==> src/rtl/sram_ana_pkg.sv <==
// Shared definitions for the analog-level SRAM responder: full-scale helper,
// default hysteresis thresholds and the responder FSM state encoding.
package sram_ana_pkg;

  localparam int DEF_TH_HI = 170;
  localparam int DEF_TH_LO = 85;

  typedef enum logic [1:0] {
    ST_RUN,
    ST_SUSPECT,
    ST_FAULT
  } resp_state_t;

  function automatic int full_scale(input int ana_width);
    return (1 << ana_width) - 1;
  endfunction

endpackage

==> src/rtl/ana_lane_decoder.sv <==
// One analog lane decoded to a bit with hysteresis; levels between the two
// thresholds keep the bit decoded on the previous clock edge.
module ana_lane_decoder
  import sram_ana_pkg::*;
#(
  parameter int ANA_WIDTH = 8,
  parameter int TH_HI     = DEF_TH_HI,
  parameter int TH_LO     = DEF_TH_LO
) (
  input  logic                 clk,
  input  logic                 rst,
  input  logic [ANA_WIDTH-1:0] level,
  output logic                 dec,
  output logic                 amb
);

  localparam logic [ANA_WIDTH-1:0] HI_LVL = ANA_WIDTH'(TH_HI);
  localparam logic [ANA_WIDTH-1:0] LO_LVL = ANA_WIDTH'(TH_LO);

  logic held_reg;
  logic is_hi;
  logic is_lo;

  assign is_hi = (level >= HI_LVL);
  assign is_lo = (level <= LO_LVL);
  assign amb   = !is_hi && !is_lo;
  assign dec   = is_hi ? 1'b1 : (is_lo ? 1'b0 : held_reg);

  always_ff @(posedge clk) begin
    if (rst) begin
      held_reg <= 1'b0;
    end else begin
      held_reg <= dec;
    end
  end

endmodule

==> src/rtl/sram_ana_responder.sv <==
// SRAM responder driven by emulated analog lane levels, with a fault FSM that
// watches for an unstable write-enable. Optional stored parity: SRAM_RESP_PARITY_EN.
module sram_ana_responder
  import sram_ana_pkg::*;
#(
  parameter int DATA_WIDTH   = 8,
  parameter int ADDR_WIDTH   = 4,
  parameter int ANA_WIDTH    = 8,
  parameter int TH_HI        = DEF_TH_HI,
  parameter int TH_LO        = DEF_TH_LO,
  parameter int FAULT_CYCLES = 4
) (
  input  logic                                 clk,
  input  logic                                 rst,
  input  logic [ANA_WIDTH-1:0]                 we_a,
  input  logic [ADDR_WIDTH-1:0][ANA_WIDTH-1:0] addr_a,
  input  logic [DATA_WIDTH-1:0][ANA_WIDTH-1:0] din_a,
  output logic [DATA_WIDTH-1:0][ANA_WIDTH-1:0] dout_a,
  output logic                                 ambig,
  output logic                                 fault,
  output logic [7:0]                           drop_cnt
`ifdef SRAM_RESP_PARITY_EN
  ,
  output logic                                 parity_err
`endif
);

  localparam int DEPTH = 2 ** ADDR_WIDTH;
  localparam int CNT_W = ($clog2(FAULT_CYCLES + 1) > 2) ? $clog2(FAULT_CYCLES + 1) : 2;
  localparam logic [CNT_W-1:0] FAULT_LIM = CNT_W'(FAULT_CYCLES);
  localparam logic [CNT_W-1:0] EXIT_LIM  = CNT_W'(2);
  localparam logic [CNT_W-1:0] CNT_ONE   = CNT_W'(1);
  localparam logic [ANA_WIDTH-1:0] FULL  = ANA_WIDTH'(full_scale(ANA_WIDTH));

  logic                  we_dec;
  logic                  we_amb;
  logic [ADDR_WIDTH-1:0] addr_dec;
  logic [ADDR_WIDTH-1:0] addr_amb;
  logic [DATA_WIDTH-1:0] din_dec;
  logic [DATA_WIDTH-1:0] din_amb;

  ana_lane_decoder #(.ANA_WIDTH(ANA_WIDTH), .TH_HI(TH_HI), .TH_LO(TH_LO)) u_we_lane (
    .clk  (clk),
    .rst  (rst),
    .level(we_a),
    .dec  (we_dec),
    .amb  (we_amb)
  );

  for (genvar gi = 0; gi < ADDR_WIDTH; gi++) begin : g_addr_lane
    ana_lane_decoder #(.ANA_WIDTH(ANA_WIDTH), .TH_HI(TH_HI), .TH_LO(TH_LO)) u_lane (
      .clk  (clk),
      .rst  (rst),
      .level(addr_a[gi]),
      .dec  (addr_dec[gi]),
      .amb  (addr_amb[gi])
    );
  end

  for (genvar gi = 0; gi < DATA_WIDTH; gi++) begin : g_din_lane
    ana_lane_decoder #(.ANA_WIDTH(ANA_WIDTH), .TH_HI(TH_HI), .TH_LO(TH_LO)) u_lane (
      .clk  (clk),
      .rst  (rst),
      .level(din_a[gi]),
      .dec  (din_dec[gi]),
      .amb  (din_amb[gi])
    );
  end

  resp_state_t      state_reg, state_next;
  logic [CNT_W-1:0] cnt_reg, cnt_next;
  logic             wr_en;
  logic             wr_drop;

  assign ambig   = we_amb || (|addr_amb) || (|din_amb);
  assign fault   = (state_reg == ST_FAULT);
  // Blocked writes in FAULT are deliberately not counted as drops.
  assign wr_en   = !fault && we_dec && !ambig;
  assign wr_drop = !fault && we_dec && ambig;

  always_ff @(posedge clk) begin
    if (rst) begin
      state_reg <= ST_RUN;
      cnt_reg   <= '0;
    end else begin
      state_reg <= state_next;
      cnt_reg   <= cnt_next;
    end
  end

  // The counter tracks ambiguous we_a cycles in SUSPECT and clean idle cycles in FAULT.
  always_comb begin
    state_next = state_reg;
    cnt_next   = cnt_reg;
    case (state_reg)
      ST_RUN: begin
        if (we_amb) begin
          state_next = ST_SUSPECT;
          cnt_next   = CNT_ONE;
        end
      end
      ST_SUSPECT: begin
        if (!we_amb) begin
          state_next = ST_RUN;
          cnt_next   = '0;
        end else if (cnt_reg + CNT_ONE == FAULT_LIM) begin
          state_next = ST_FAULT;
          cnt_next   = '0;
        end else begin
          cnt_next = cnt_reg + CNT_ONE;
        end
      end
      ST_FAULT: begin
        if (we_amb || we_dec) begin
          cnt_next = '0;
        end else if (cnt_reg + CNT_ONE == EXIT_LIM) begin
          state_next = ST_RUN;
          cnt_next   = '0;
        end else begin
          cnt_next = cnt_reg + CNT_ONE;
        end
      end
      default: begin
        state_next = ST_RUN;
        cnt_next   = '0;
      end
    endcase
  end

  logic [DATA_WIDTH-1:0] mem [DEPTH];
  logic [DATA_WIDTH-1:0] rd_reg;
  logic [7:0]            drop_reg;

  always_ff @(posedge clk) begin
    if (rst) begin
      for (int i = 0; i < DEPTH; i++) begin
        mem[i] <= '0;
      end
      rd_reg <= '0;
    end else begin
      if (wr_en) begin
        mem[addr_dec] <= din_dec;
      end
      rd_reg <= wr_en ? din_dec : mem[addr_dec];
    end
  end

  always_ff @(posedge clk) begin
    if (rst) begin
      drop_reg <= '0;
    end else if (wr_drop && (drop_reg != 8'hFF)) begin
      drop_reg <= drop_reg + 8'd1;
    end
  end

  assign drop_cnt = drop_reg;

  for (genvar gi = 0; gi < DATA_WIDTH; gi++) begin : g_dout_lane
    assign dout_a[gi] = (!fault && rd_reg[gi]) ? FULL : '0;
  end

`ifdef SRAM_RESP_PARITY_EN
  logic par_mem [DEPTH];
  logic par_reg;

  always_ff @(posedge clk) begin
    if (rst) begin
      for (int i = 0; i < DEPTH; i++) begin
        par_mem[i] <= 1'b0;
      end
      par_reg <= 1'b0;
    end else begin
      if (wr_en) begin
        par_mem[addr_dec] <= ^din_dec;
      end
      par_reg <= wr_en ? ^din_dec : par_mem[addr_dec];
    end
  end

  assign parity_err = !fault && ((^rd_reg) != par_reg);
`endif

endmodule

==> config.mk <==
export PLATFORM = sky130hd
export DESIGN_NAME = sram_ana_responder
export DESIGN_NICKNAME = d
export VERILOG_FILES = /design/src/rtl/sram_ana_pkg.sv /design/src/rtl/ana_lane_decoder.sv /design/src/rtl/sram_ana_responder.sv
export SDC_FILE = /design/constraint.sdc
export NUM_CORES = 1
export LEC_CHECK = 0
export ABC_AREA = 0
export BUFFER_PORTS_ARGS = -buffer_cell sky130_fd_sc_hd__buf_2
export CAP_MARGIN = 25
export CORE_MARGIN = 8
export CORE_UTILIZATION = 40
export CTS_CLUSTER_DIAMETER = 80
export CTS_CLUSTER_SIZE = 10
export DETAILED_ROUTE_END_ITERATION = 10
export SYNTH_ARGS = -nofsm -noshare
export SYNTH_HDL_FRONTEND = slang
export SYNTH_SLANG_ARGS = --single-unit
==> constraint.sdc <==
create_clock -name clk -period 3.5 [get_ports clk]
set_input_delay 0.7 -clock clk [delete_from_list [all_inputs] [get_ports clk]]
set_output_delay 0.7 -clock clk [all_outputs]
set_load 0.1 [all_outputs]
**After elaboration in Yosys (flattened, before gate mapping)**

Memory sizes are Yosys's and may differ from the RTL's. A register that Yosys moved wholly into a read port is not among the register bits.
Index checks and enable logic that the tools add are counted.

- Add/sub/neg operators: 2
- Magnitude comparators: 26
- Equal/unequal tests: 9
- Muxes and demuxes: 54
- Reduce and logical (&&, ||, !) cells: 61

Operators with widths:

| operator | number |
|---|---|
| $ge 8x8->1 const B | 13 |
| $le 8x7->1 const B | 13 |
| $mux 8 | 9 |
| $mux 1 | 32 |
| $logic_not 1->1 | 28 |
| $logic_and 1x1->1 | 25 |
| $reduce_or 8->1 | 2 |
| $mux 3 | 5 |
| $mux 2 | 5 |
| $pmux 3 s3 | 1 |
| $add 8x1->8 const B | 1 |
| $ne 8x8->1 const B | 1 |
| $pmux 2 s3 | 1 |
| $mux 4 | 1 |
| $ne 2x2->1 const B | 2 |
| $reduce_and 4->1 | 1 |
| $reduce_or 4->1 | 1 |
| $add 3x1->3 const B | 1 |
| $eq 3x2->1 const B | 1 |
| $eq 3x3->1 const B | 1 |
| $logic_or 1x1->1 | 3 |
| $ne 3x3->1 const B | 1 |
| $eq 2x1->1 const B | 1 |
| $eq 2x2->1 const B | 1 |
| 2 further kinds | 2 |

- Flip-flop bits (word level): 26
- Bits in writable memories: 128
- Input port bits: 106
- Output and inout port bits: 74
- Logic and storage cells: 169
- Memories: 1

Memory list:

| memory | depth | bits a word | rd ports | clocked after Yosys merged registers in | wr ports | line | source |
|---|---|---|---|---|---|---|---|
| mem | 16 | 8 | 1 | 1 | 16 | sram_ana_responder.sv:130 | `logic [DATA_WIDTH-1:0] mem [DEPTH];` |

**Depth between registers and ports, before layout**

- Word-level depth: 13
- Depth in mapped cells: 11
- Mapped depth without buffers: 8

**Modules after synthesis**

From an unflattened synthesis, not the netlist that was laid out.

- Cell total of the unflattened synthesis: 774
- Area total of the unflattened synthesis: 8,627.0 sq um

Modules (own cells, without submodules):

| module | instances | cells an instance | area each (sq um) | sequential area each (sq um) |
|---|---|---|---|---|
| sram_ana_responder | 1 | 579 | 7,309.5 | 4,264.1 |
| ana_lane_decoder | 13 | 15 | 101.3 | 20.0 |

**Worst setup path after synthesis**

OpenSTA, ideal clock, no wires.

- Kind: input port to output port
- Start point: input din_a[57] (netlist name)
- End point: output ambig
- Data arrival time: 2.704 ns
- Data required time: 2.800 ns
- Slack: 0.096 ns
- Stages on the path: 8
- Path buffers: 2
- Path through: a211oi_1 nor3_1 or4_4 nor4_4 and3_1 buf_2 buf_4 inv_1

- Word-level cells in the longest chain between the ends: 5
- Elaborated cells between the ends (all ways): 7
- Those cells by class: order compare: 2; reduce/logical: 5

RTL lines:

| item | line | source |
|---|---|---|
| start: declaration | sram_ana_responder.sv:17 | `input logic [DATA_WIDTH-1:0][ANA_WIDTH-1:0] din_a,` |
| $ge 8x8->1 / $le 8x7->1 (equally long branches) | ana_lane_decoder.sv:24, ana_lane_decoder.sv:25 |  |
| $logic_not 1->1 | ana_lane_decoder.sv:26 | `assign amb = !is_hi && !is_lo;` |
| $logic_and 1x1->1 * | ana_lane_decoder.sv:26 |  |
| $reduce_or 8->1 * | sram_ana_responder.sv:75 | `assign ambig = we_amb \|\| (\|addr_amb) \|\| (\|din_amb);` |
| $logic_or 1x1->1 * | sram_ana_responder.sv:75 |  |
| end: declaration | sram_ana_responder.sv:19 | `output logic ambig,` |

Mark *: on every way between the ends. The rest lies on a longest branch, timed or not.

**Worst setup path after layout**

Ends and elaborated chain as after synthesis.

==> impl_results.md <==
* Fin. max-slew vios at 0
* Count of cell types in the netlist at 65
* RR Startpoint: g_addr_lane[0].u_lane.held_reg$_SDFF_PP0_
* Chip width at 163 um
* Worst hold margin at between 0.4 and 0.5 ns
* CP Max Fanout at 3
* Buffers on Ports at ~170
* Min-delay worst type: reg2reg
* Pre-CTS WS at -0.0412 ns
* #FFs+latches synth at 162
* Mapped Cells at 769
* ANT nets after route at 0
* Worst clock skew at 0.0101 ns
* Layout Utilization at 47.9%
* Residual DRC count at 0
* Commonest non-fill, non-tap cells in the layout: 165 x buf_2, 128 x edfxtp_1, 81 x nor2_1
* N_diodes at 0
* I/O Pins at between 150 and 200
* Setup violators final at 0
* Reg clk slew, reported paths at 0.06 ns
* Filler Cells Inserted at 2010
* CP peak stage delay at roughly 0.54 ns
* Warnings, synthesis at 0
* Delay-heaviest family, CP: simple AND/OR/NAND/NOR gates
* Least-Margin Pin Slew at 0.610 ns
* Fin crit period at 3.38 ns
* Global Route Usage Sum at 17.2%
* First-pass GRT wire length at ~35 mm
* Asr flop ratio synth at 0%
* Worst hold start: cnt_reg[2]$_SDFFE_PP0P_
* CTS tree: done
* Chip height at about 160 um
* Detailed Route WL at 23.1 mm
* DIE AREA at ~27000 um^2
* Max Clk Rate at 296 MHz
* Layout Cells excl Fill at 1195
* Final period utilization at 96.4%
* Num CTS Buffers at 17
* DR vias at 6523
* Power, Total at 5.68 mW
* Final worst setup slack at 0.125 ns
* Fraction of layout cells with a size suffix above 1 at 36.2%
* Max_cap viols at 0
* Instance area after placement at 9700 um^2
* Skew-Pair Late Insertion Delay at 0.43 ns
* WP buf/inv at 4
* # clock sinks at 162
* Post-route design area at 10400 um^2
* Max FFs per register at 128
* Area delta synth->final at 19.1%
* Routed vias/inst at 5.46
* Initial Util at 40.2%
* Mapped Area at 8700 um^2
* Slew headroom at between 50% and 60%
* Biggest register: mem
* Dpl cells at 1162
* Leak at 3.97 nW
* WL/cell at 19.4 um
* Mapped Avg Cell Area at between 10 and 15 um^2
* Critical Path RT at around 2.8 ns
* RSZ-0062 raised after global routing: false
* Mapped Nets at 879
* H-tree Lvls at 4
* Crit path capture type: output pin
* Post-synth EDFFs at between 100 and 150
* Kind of critical path: in2out
* Critical-path top delay cell: or4_4
* Root buffer cell: clkbuf_16
* Main synth FF type: edfxtp_1
* Worst path arrival time at 2.68 ns
* Initial drt markers at 395
* HPWL after DPL at approximately 16 mm
* Seq/Total Area, Yosys at around 52%
* Fin. Hold Viols at 0
* Cell Chain, Critical Path: buf_2 > a211oi_1 > nor3_1 > or4_4 > nor4_4 > and3_1 > buf_4 > inv_1 > buf_6
* Commonest non-fill, non-tap cell in the layout: buf_2
* Total congestion overflow at 0
* IR drop worst, VDD at 336 uV
* Largest net degree at the start of global routing at 70
* RePlAce Congestion at slightly above 0.8
* Nets@finish at 1012
* Status: complete, no violations
* Critical Path Start Type: primary input
* Sum Neg Setup Slack at 0 ns
* Critical Path Start: din_a[57]
* Power Density at between 500 and 600 nW/um^2
* Core ar. at ~22000 um^2
* Pre-antenna DRT Iters at 5
* Initial antenna violation count at 0
* Clock Tree Buf Depth at 2
* Number of global-route vias before repair at 6365
* Number of core rows at 54
-- area by class of cell --
cell class	instances	area (um^2)	area share, %
Sequential cell	162	4520	43.7
Multi-Input combinational cell	493	3460	33.3
Timing Repair Buffer	215	1340	13.0
Clock buffer	18	429	4.14
Tap cell	280	350	3.38
Clock inverter	14	211	2.04
Inverter	13	48.8	0.471
-- cells by family after synthesis --
kind of cell | count (synthesis) | share of synthesized area (%)
mux | 37 | 8.92
flops | 162 | 52.0
compound gates | 143 | 11.5
xor+xnor | 1 | 0.101
fa+ha+maj | 4 | 0.575
simple gates | 308 | 18.2
buf+inv | 114 | 8.66
-- final timing paths --
kind | slack, ns | depth (start not counted) | end
hold reg to reg | 0.50 | 2 | cnt_reg[2]$_SDFFE_PP0P_
setup reg to reg | 0.88 | 8 | rd_reg[6]$_SDFF_PP0_
setup / recovery | 0.12 | 9 | ambig
hold / removal | 0.50 | 2 | cnt_reg[2]$_SDFFE_PP0P_
-- Yosys cell counts, types with 10 or more instances --
cell type	number	share of area, %
clkbuf_1	24	1.0
nor2_1	81	3.5
o211ai_1	12	1.0
a21oi_1	28	1.6
and2_1	12	0.86
nor2_2	15	1.1
edfxtp_1	128	44
inv_1	13	0.56
nor2b_1	13	0.93
nand3_1	14	0.81
a211oi_1	15	1.3
buf_4	60	5.2
dfxtp_1	34	7.8
mux4_2	32	8.3
nor3_2	11	1.3
nor3_1	62	3.6
nand2_1	59	2.5
o21ai_0	22	1.3
a21o_1	10	0.86
-- repair_timing --
item,4_1_cts,5_1_grt
pin swaps,2,1
gates resized for setup,4,0
hold buffers,0,0
endpoints found under the setup margin,1,1
setup buffers,1,0
-- tightest hold or removal path, cell delays in order, from the launching register on --
cell	delay, ns
dfxtp_1	0.33
nand2_1	0.06
a21oi_1	0.05
-- layer usage --
| metal | wire (um) | GRT usage [%] | share of wire [%] |
|---|---|---|---|
| met5 | 0 | 0 | 0 |
| met2 | 11500 | 30.0 | 50 |
| met3 | 2170 | 4.51 | 9.4 |
| met4 | 381 | 5.66 | 1.6 |
| met1 | 9080 | 20.3 | 39 |
-- power by group --
part | internal [mW] | switching, mW
registers | 2.14 | 0.0275
clock network | 1.26 | 0.775
logic | 0.344 | 1.12
No activity file was read; power rests on OpenSTA's default activity.
